## src/rtl/pll_pkg.sv

```systemverilog
// Shared types, default sizes and arithmetic helpers for the OCXO PI loop filter.
package pll_pkg;

  localparam int DAC_W_DEF  = 20;
  localparam int ERR_W_DEF  = 24;
  localparam int GAIN_W_DEF = 16;
  localparam int ACC_W_DEF  = 48;
  localparam int FRAC_W_DEF = 16;

  // One-hot sequencing of the single shared multiplier and adder
  typedef enum logic [6:0] {
    ST_IDLE  = 7'b000_0001,
    ST_CAP   = 7'b000_0010,
    ST_MUL_I = 7'b000_0100,
    ST_ACC   = 7'b000_1000,
    ST_MUL_P = 7'b001_0000,
    ST_SUM   = 7'b010_0000,
    ST_OUT   = 7'b100_0000
  } pll_state_t;

  // Signed add of two accumulator-width values, saturated to the accumulator range
  function automatic logic signed [ACC_W_DEF-1:0] sat_add(
    input  logic signed [ACC_W_DEF-1:0] a,
    input  logic signed [ACC_W_DEF-1:0] b,
    output logic                        clip
  );
    logic [ACC_W_DEF:0] s;
    s    = {a[ACC_W_DEF-1], a} + {b[ACC_W_DEF-1], b};
    clip = (s[ACC_W_DEF] != s[ACC_W_DEF-1]);
    if (!clip)
      return s[ACC_W_DEF-1:0];
    else if (s[ACC_W_DEF])
      return {1'b1, {(ACC_W_DEF-1){1'b0}}};
    else
      return {1'b0, {(ACC_W_DEF-1){1'b1}}};
  endfunction

endpackage

```

## src/rtl/pll_sat.sv

```systemverilog
// Signed saturating resize from IN_W to OUT_W bits with a clip indication.
// UNSIGNED_OUT limits to [0, 2**OUT_W-1]; SYMMETRIC uses -(max) as the lower bound.
module pll_sat #(
  parameter int IN_W         = 49,
  parameter int OUT_W        = 48,
  parameter bit UNSIGNED_OUT = 1'b0,
  parameter bit SYMMETRIC    = 1'b0
) (
  input  logic signed [IN_W-1:0]  din,
  output logic        [OUT_W-1:0] dout,
  output logic                    clip
);

  localparam logic signed [IN_W-1:0] ONE   = 1;
  localparam logic signed [IN_W-1:0] MAX_V = UNSIGNED_OUT ? ((ONE <<< OUT_W) - ONE)
                                                          : ((ONE <<< (OUT_W-1)) - ONE);
  localparam logic signed [IN_W-1:0] MIN_V = UNSIGNED_OUT ? {IN_W{1'b0}}
                                           : (SYMMETRIC ? -MAX_V : -(ONE <<< (OUT_W-1)));

  // Compare against the bounds in the wide domain and pick the bound or the truncated value
  always_comb begin
    clip = 1'b0;
    dout = din[OUT_W-1:0];
    if (din > MAX_V) begin
      dout = MAX_V[OUT_W-1:0];
      clip = 1'b1;
    end else if (din < MIN_V) begin
      dout = MIN_V[OUT_W-1:0];
      clip = 1'b1;
    end
  end

endmodule

```

## src/rtl/pll_loop_filter.sv

```systemverilog
// PI loop filter disciplining the OCXO DAC from the TSC phase/frequency detector.
// One shared signed multiplier and one saturating adder are stepped by a short FSM:
// integral term is folded into the accumulator, proportional term only into the output.
module pll_loop_filter
  import pll_pkg::*;
#(
  parameter int DAC_W  = DAC_W_DEF,
  parameter int ERR_W  = ERR_W_DEF,
  parameter int GAIN_W = GAIN_W_DEF,
  parameter int ACC_W  = ACC_W_DEF,
  parameter int FRAC_W = FRAC_W_DEF,
  parameter logic [DAC_W-1:0] DAC_MID = {1'b1, {(DAC_W-1){1'b0}}}
) (
  input  logic                     clk,
  input  logic                     rst,
  input  logic                     pll_trig,
  input  logic                     pfd_status,
  input  logic signed [31:0]       pdiff_1pps,
  input  logic signed [31:0]       fdiff_1pps,
  input  logic                     loop_en,
  input  logic signed [GAIN_W-1:0] kp,
  input  logic signed [GAIN_W-1:0] ki,
  input  logic                     load_init,
  input  logic        [DAC_W-1:0]  dac_init,
  output logic        [DAC_W-1:0]  dac_val,
  output logic                     dac_upd,
  output logic                     busy,
  output logic        [2:0]        sat_flags,
  output logic                     overrun
);

  localparam int PROD_W = ERR_W + GAIN_W;
  localparam int HEAD_W = ACC_W - DAC_W - FRAC_W;
  localparam logic signed [ACC_W-1:0] ACC_RST = {{HEAD_W{1'b0}}, DAC_MID, {FRAC_W{1'b0}}};

  pll_state_t state_q, state_d;

  logic signed [ERR_W-1:0]  pe_q, fe_q;
  logic signed [PROD_W-1:0] prod_q;
  logic signed [ACC_W-1:0]  acc_q, sum_q;
  logic                     out_clip_q, acc_sat_q, err_clamp_q;

  logic                     trig_ok;
  logic signed [GAIN_W-1:0] mul_gain;
  logic signed [ERR_W-1:0]  mul_err;
  logic signed [PROD_W-1:0] mul_res;
  logic        [ACC_W:0]    add_wide;
  logic signed [ACC_W-1:0]  sum_shift;
  logic signed [ACC_W-1:0]  acc_preset;

  logic [ERR_W-1:0] pe_clamp, fe_clamp;
  logic             pe_clip, fe_clip;
  logic [ACC_W-1:0] add_sat;
  logic             add_clip;
  logic [DAC_W-1:0] out_sat;
  logic             out_clip;

  assign trig_ok    = pll_trig & loop_en & ~pfd_status;
  assign busy       = (state_q != ST_IDLE);
  assign sat_flags  = {out_clip_q, acc_sat_q, err_clamp_q};
  assign acc_preset = {{HEAD_W{1'b0}}, dac_init, {FRAC_W{1'b0}}};
  assign sum_shift  = sum_q >>> FRAC_W;

  // Error inputs are limited to a symmetric range so the multiplier never sees -2**(ERR_W-1)
  pll_sat #(.IN_W(32), .OUT_W(ERR_W), .UNSIGNED_OUT(1'b0), .SYMMETRIC(1'b1)) u_pe_clamp (
    .din  (pdiff_1pps),
    .dout (pe_clamp),
    .clip (pe_clip)
  );

  pll_sat #(.IN_W(32), .OUT_W(ERR_W), .UNSIGNED_OUT(1'b0), .SYMMETRIC(1'b1)) u_fe_clamp (
    .din  (fdiff_1pps),
    .dout (fe_clamp),
    .clip (fe_clip)
  );

  // One adder serves both the integrator update and the output sum
  pll_sat #(.IN_W(ACC_W+1), .OUT_W(ACC_W), .UNSIGNED_OUT(1'b0), .SYMMETRIC(1'b0)) u_acc_sat (
    .din  ($signed(add_wide)),
    .dout (add_sat),
    .clip (add_clip)
  );

  // Integer part of the sum is clipped onto the unsigned DAC code range
  pll_sat #(.IN_W(ACC_W), .OUT_W(DAC_W), .UNSIGNED_OUT(1'b1), .SYMMETRIC(1'b0)) u_out_clip (
    .din  (sum_shift),
    .dout (out_sat),
    .clip (out_clip)
  );

  // Shared multiplier operand selection; product truncated to PROD_W is exact for signed operands
  always_comb begin
    mul_gain = ki;
    mul_err  = pe_q;
    if (state_q == ST_MUL_P) begin
      mul_gain = kp;
      mul_err  = fe_q;
    end
    mul_res  = $signed({{ERR_W{mul_gain[GAIN_W-1]}}, mul_gain}
                     * {{GAIN_W{mul_err[ERR_W-1]}}, mul_err});
    add_wide = {acc_q[ACC_W-1], acc_q} + {{(ACC_W+1-PROD_W){prod_q[PROD_W-1]}}, prod_q};
  end

  // State register
  always_ff @(posedge clk or posedge rst) begin
    if (rst)
      state_q <= ST_IDLE;
    else
      state_q <= state_d;
  end

  // Next-state: a fixed one-cycle-per-step walk, with load_init aborting from anywhere
  always_comb begin
    state_d = ST_IDLE;
    case (state_q)
      ST_IDLE:  state_d = trig_ok ? ST_CAP : ST_IDLE;
      ST_CAP:   state_d = ST_MUL_I;
      ST_MUL_I: state_d = ST_ACC;
      ST_ACC:   state_d = ST_MUL_P;
      ST_MUL_P: state_d = ST_SUM;
      ST_SUM:   state_d = ST_OUT;
      ST_OUT:   state_d = ST_IDLE;
      default:  state_d = ST_IDLE;
    endcase
    if (load_init)
      state_d = ST_IDLE;
  end

  // Datapath registers, sticky flags and outputs; load_init overrides every step
  always_ff @(posedge clk or posedge rst) begin
    if (rst) begin
      pe_q        <= '0;
      fe_q        <= '0;
      prod_q      <= '0;
      acc_q       <= ACC_RST;
      sum_q       <= '0;
      dac_val     <= DAC_MID;
      dac_upd     <= 1'b0;
      out_clip_q  <= 1'b0;
      acc_sat_q   <= 1'b0;
      err_clamp_q <= 1'b0;
      overrun     <= 1'b0;
    end else if (load_init) begin
      acc_q       <= acc_preset;
      dac_val     <= dac_init;
      dac_upd     <= 1'b1;
      out_clip_q  <= 1'b0;
      acc_sat_q   <= 1'b0;
      err_clamp_q <= 1'b0;
      overrun     <= 1'b0;
    end else begin
      dac_upd <= 1'b0;
      if (pll_trig && (state_q != ST_IDLE))
        overrun <= 1'b1;
      case (state_q)
        ST_CAP: begin
          pe_q <= $signed(pe_clamp);
          fe_q <= $signed(fe_clamp);
          if (pe_clip || fe_clip)
            err_clamp_q <= 1'b1;
        end
        ST_MUL_I, ST_MUL_P: begin
          prod_q <= mul_res;
        end
        ST_ACC: begin
          acc_q <= $signed(add_sat);
          if (add_clip)
            acc_sat_q <= 1'b1;
        end
        ST_SUM: begin
          sum_q <= $signed(add_sat);
          if (add_clip)
            acc_sat_q <= 1'b1;
        end
        ST_OUT: begin
          dac_val <= out_sat;
          dac_upd <= 1'b1;
          if (out_clip)
            out_clip_q <= 1'b1;
        end
        default: ;
      endcase
    end
  end

endmodule

```

## config.mk

```make
export PLATFORM = sky130hd
export DESIGN_NAME = pll_loop_filter
export DESIGN_NICKNAME = d
export VERILOG_FILES = /design/src/rtl/pll_pkg.sv /design/src/rtl/pll_sat.sv /design/src/rtl/pll_loop_filter.sv
export SDC_FILE = /design/constraint.sdc
export NUM_CORES = 2
export LEC_CHECK = 0
export BUFFER_PORTS_ARGS = -buffer_cell sky130_fd_sc_hd__buf_2
export CORE_MARGIN = 4
export CORE_UTILIZATION = 50
export DETAILED_ROUTE_END_ITERATION = 10
export GPL_ROUTABILITY_DRIVEN = 0
export HOLD_SLACK_MARGIN = 0.1
export PLACE_DENSITY = 0.73
export SYNTH_ARGS = -nofsm -noshare
export SYNTH_HDL_FRONTEND = slang
export SYNTH_HIERARCHICAL = 1
export SYNTH_SLANG_ARGS = --single-unit
```

## constraint.sdc

```tcl
create_clock -name clk -period 11.04 [get_ports clk]
set_input_delay 2.208 -clock clk [delete_from_list [all_inputs] [get_ports clk]]
set_output_delay 2.208 -clock clk [all_outputs]
set_load 0.02 [all_outputs]
```

==> metrics.cfg <==
[run_status]
status=completed

[cells_and_area]
stdcell_area_mm2=0.0288
diodes=0
fin_util_pct=53.6
drive_gt1_share_pct=13.6
final_nets=3744
num-fill-cells=4948
area_growth_pct=6.33

[clock_tree]
cts_setup_buffers=0
numCtsBuffers=17
cts_sinks=200
cts_resized=0
cts.path.max_buffers=2
cts_tree=done
clk_latency_ps=510
htreeDepth=4
cts-root-buf=clkbuf_16
clk_pin_slew_worst_paths_ps=100
postCtsHoldBufs=0

[global_routing]
grtUsageTotal_pct=25.1
antenna_found_initial=0
grt_first_pass_wirelength_um=115000
grt_max_degree=96
gr-total-overflow=0
grt_pass1_vias=21700

[critical_path]
crit_required_ps=11440
cp_max_fo=31
worstSetupStartpointType=flop
cp-end-kind=flop
critical_path_class=flop to flop
rrSetupSlack_ps=1690
cp.arrival_ps=9740

[timing]
post-route-period-util_pct=84.7
period_minus_slack_ps=9350
finalHoldViolCount=0
finalMaxSlewViolations=0
max_freq_mhz=107
tns_ps=0
rsz0062_at_grt=no
setup_ws_ps=1690
setup_viol=0
skew_ps=26.6
tightestPinTransition_ps=1220
slew_headroom_pct=18.7

[place]
placed_cell_area_mm2=0.0282
dp_slack_ps=1780
io_buffers=147
place_hpwl_um=55000

[floorplan]
die_h_um=241
io_pins=148
die_area_mm2=0.0579
core_area_mm2=0.0537
initial_core_util_pct=50.4
row_count=85
die_width_um=241

[yosys]
ys_types=83
syn_nets=3684
synth_top_cell_by_area=fa_1
synth.avg_cell_area_um2=8.90
syn_inst=3041
yosysSeqAreaShare_pct=18.5
ys_seq_elements=200
synthFlopType=dfrtp_1
synthesis.area_mm2=0.0271
synth_top_area_share_pct=27.7
synth_edf_count=0
synth_warnings=6
synth_area_leaders=fa_1 (28%), dfrtp_1 (18%), inv_1 (7.5%)
async_reset_ff_share_pct=100

[route]
firstDrtPassIters=6
wl_per_cell_um=18.4
drcViolationCount=0
viasPerCell=5.61
ant_nets=0
drt_iter0_drc=1586
wl_um=70200
vias=21400

[run]
maxCapViolations=0

[worst_hold_path]
worstHoldPathType=flop to flop

[power_and_ir_drop]
max-vdd-ir-drop_uv=124
powerDensity_mw_per_mm2=123
leakagePower_nw=14.3
power_mw=3.55

==> layer usage <==
layer	vias to the layer above	GRT usage (%)	wire (um)
li1	9891	-	-
met1	10600	33.9	29200
met2	747	41.7	33400
met3	150	4.95	5520
met4	0	7.07	1990
met5	-	0	0
==> final timing paths <==
kind / end / from / depth (start not counted)
setup / recovery: prod_q[36] / state_q[6] / 25
hold / removal: prod_q[0] / prod_q[0] / 2
setup reg to reg: prod_q[36] / state_q[6] / 25
hold reg to reg: prod_q[0] / prod_q[0] / 2
max in group asynchronous: fe_q[12] / rst / 3
min in group asynchronous: err_clamp_q / rst / 2
==> synth_stat cells, types with 9 or more instances <==
| master | number |
|---|---|
| buf_4 | 14 |
| nand4_1 | 14 |
| ha_1 | 146 |
| nor4_1 | 17 |
| o21a_1 | 13 |
| o31ai_1 | 14 |
| a31oi_1 | 73 |
| a21oi_1 | 112 |
| clkbuf_1 | 73 |
| buf_6 | 11 |
| nor2_1 | 306 |
| buf_2 | 23 |
| mux2i_1 | 42 |
| o21bai_1 | 17 |
| nand2_1 | 464 |
| o21ai_0 | 78 |
| mux2_2 | 118 |
| o21ai_1 | 17 |
| a21o_1 | 39 |
| xnor2_1 | 58 |
| xor2_1 | 22 |
| nand3_1 | 20 |
| fa_1 | 375 |
| o211ai_1 | 10 |
| nor3_1 | 16 |
| dfrtp_1 | 197 |
| inv_1 | 539 |
| a211oi_1 | 9 |
| a221oi_2 | 40 |
| nand2b_1 | 12 |
==> layout make-up <==
type | count | area [um^2] | share of cell area [%]
timing repair buffer | 180 | 983 | 3.42
sequential | 200 | 5010 | 17.4
multi-input combinational | 2161 | 19300 | 67.0
tap | 696 | 871 | 3.03
clock buffer | 18 | 429 | 1.49
inverter | 541 | 2040 | 7.08
clock inverter | 14 | 168 | 0.583
==> sequential cells by signal (all words and copies together) (netlist names) <==
signal and count:
acc_q 48, prod_q 40, sum_q 32, fe_q 24, pe_q 24, dac_val 20
state_q 7, acc_sat_q 1, dac_upd 1, err_clamp_q 1, out_clip_q 1, overrun 1
==> report_power, final <==
part	leakage (nW)	internal [mW]	total, mW	switching, mW
Sequential	2.61	0.814	0.893	0.0795
Clock	0.284	0.308	0.669	0.361
Combinational	11.4	0.761	1.99	1.23
Total	14.3	1.88	3.55	1.67
==> placed cells by master, fill, tap and decap left out, drive strengths merged, types with 7 or more instances in the layout <==
master and count:
and4 7, fa 375, nand3 20, o21a 13, nor2b 8, a211oi 10, a221oi 47, nand4 14
nor3b 8, nand2 464, dfrtp 197, o21ai 95, buf 180, o21bai 17, o31ai 15, a2111oi 10
inv 548, a21o 42, xor2 22, and2 9, nand2b 12, nor4 27, mux2i 42, xnor2 58
o211ai 12, a31oi 73, ha 146, nor3 16, mux2 118, clkbuf 18, nor2 306, and3 8
a21oi 113
==> logic make-up (layout without fill, tap and decap cells) <==
kind of cell	Yosys count	in the layout	synth area share [%]
and+or+nand+nor	920	920	14.7
DFF	200	200	18.5
buffers and inverters	680	753	10.4
muxes	160	160	6.46
xor gates and xnor gates	80	80	2.59
adders and majority gates	521	521	34.5
AOI/OAI and AO/OA	480	480	12.8
==> per-stage QoR <==
| stage | hold WS (ps) | instances |
|---|---|---|
| floorplan | 445 | 3041 |
| global placement | 468 | 3778 |
| detailed placement | 478 | 3778 |
| CTS | 498 | 3810 |
| global route | 510 | 3810 |
| finish | 496 | 3810 |
==> critical path: stages (launching register included) <==
cell and delay [ps]:
dfrtp_1 430, nor4_1 480, nor2b_1 320, and3b_2 830, buf_4 310, mux2i_1 920, nor2_1 120, fa_1 530
inv_1 60, fa_1 500, fa_1 520, inv_1 60, fa_1 470, fa_1 540, inv_1 50, fa_1 520
inv_1 40, ha_1 340, nand2_1 100, o21ai_0 510, a21oi_1 130, o21ai_0 450, o211ai_1 300, a211oi_1 340
nor3_1 90, o31ai_1 240
(Power assumes the default switching activity.)
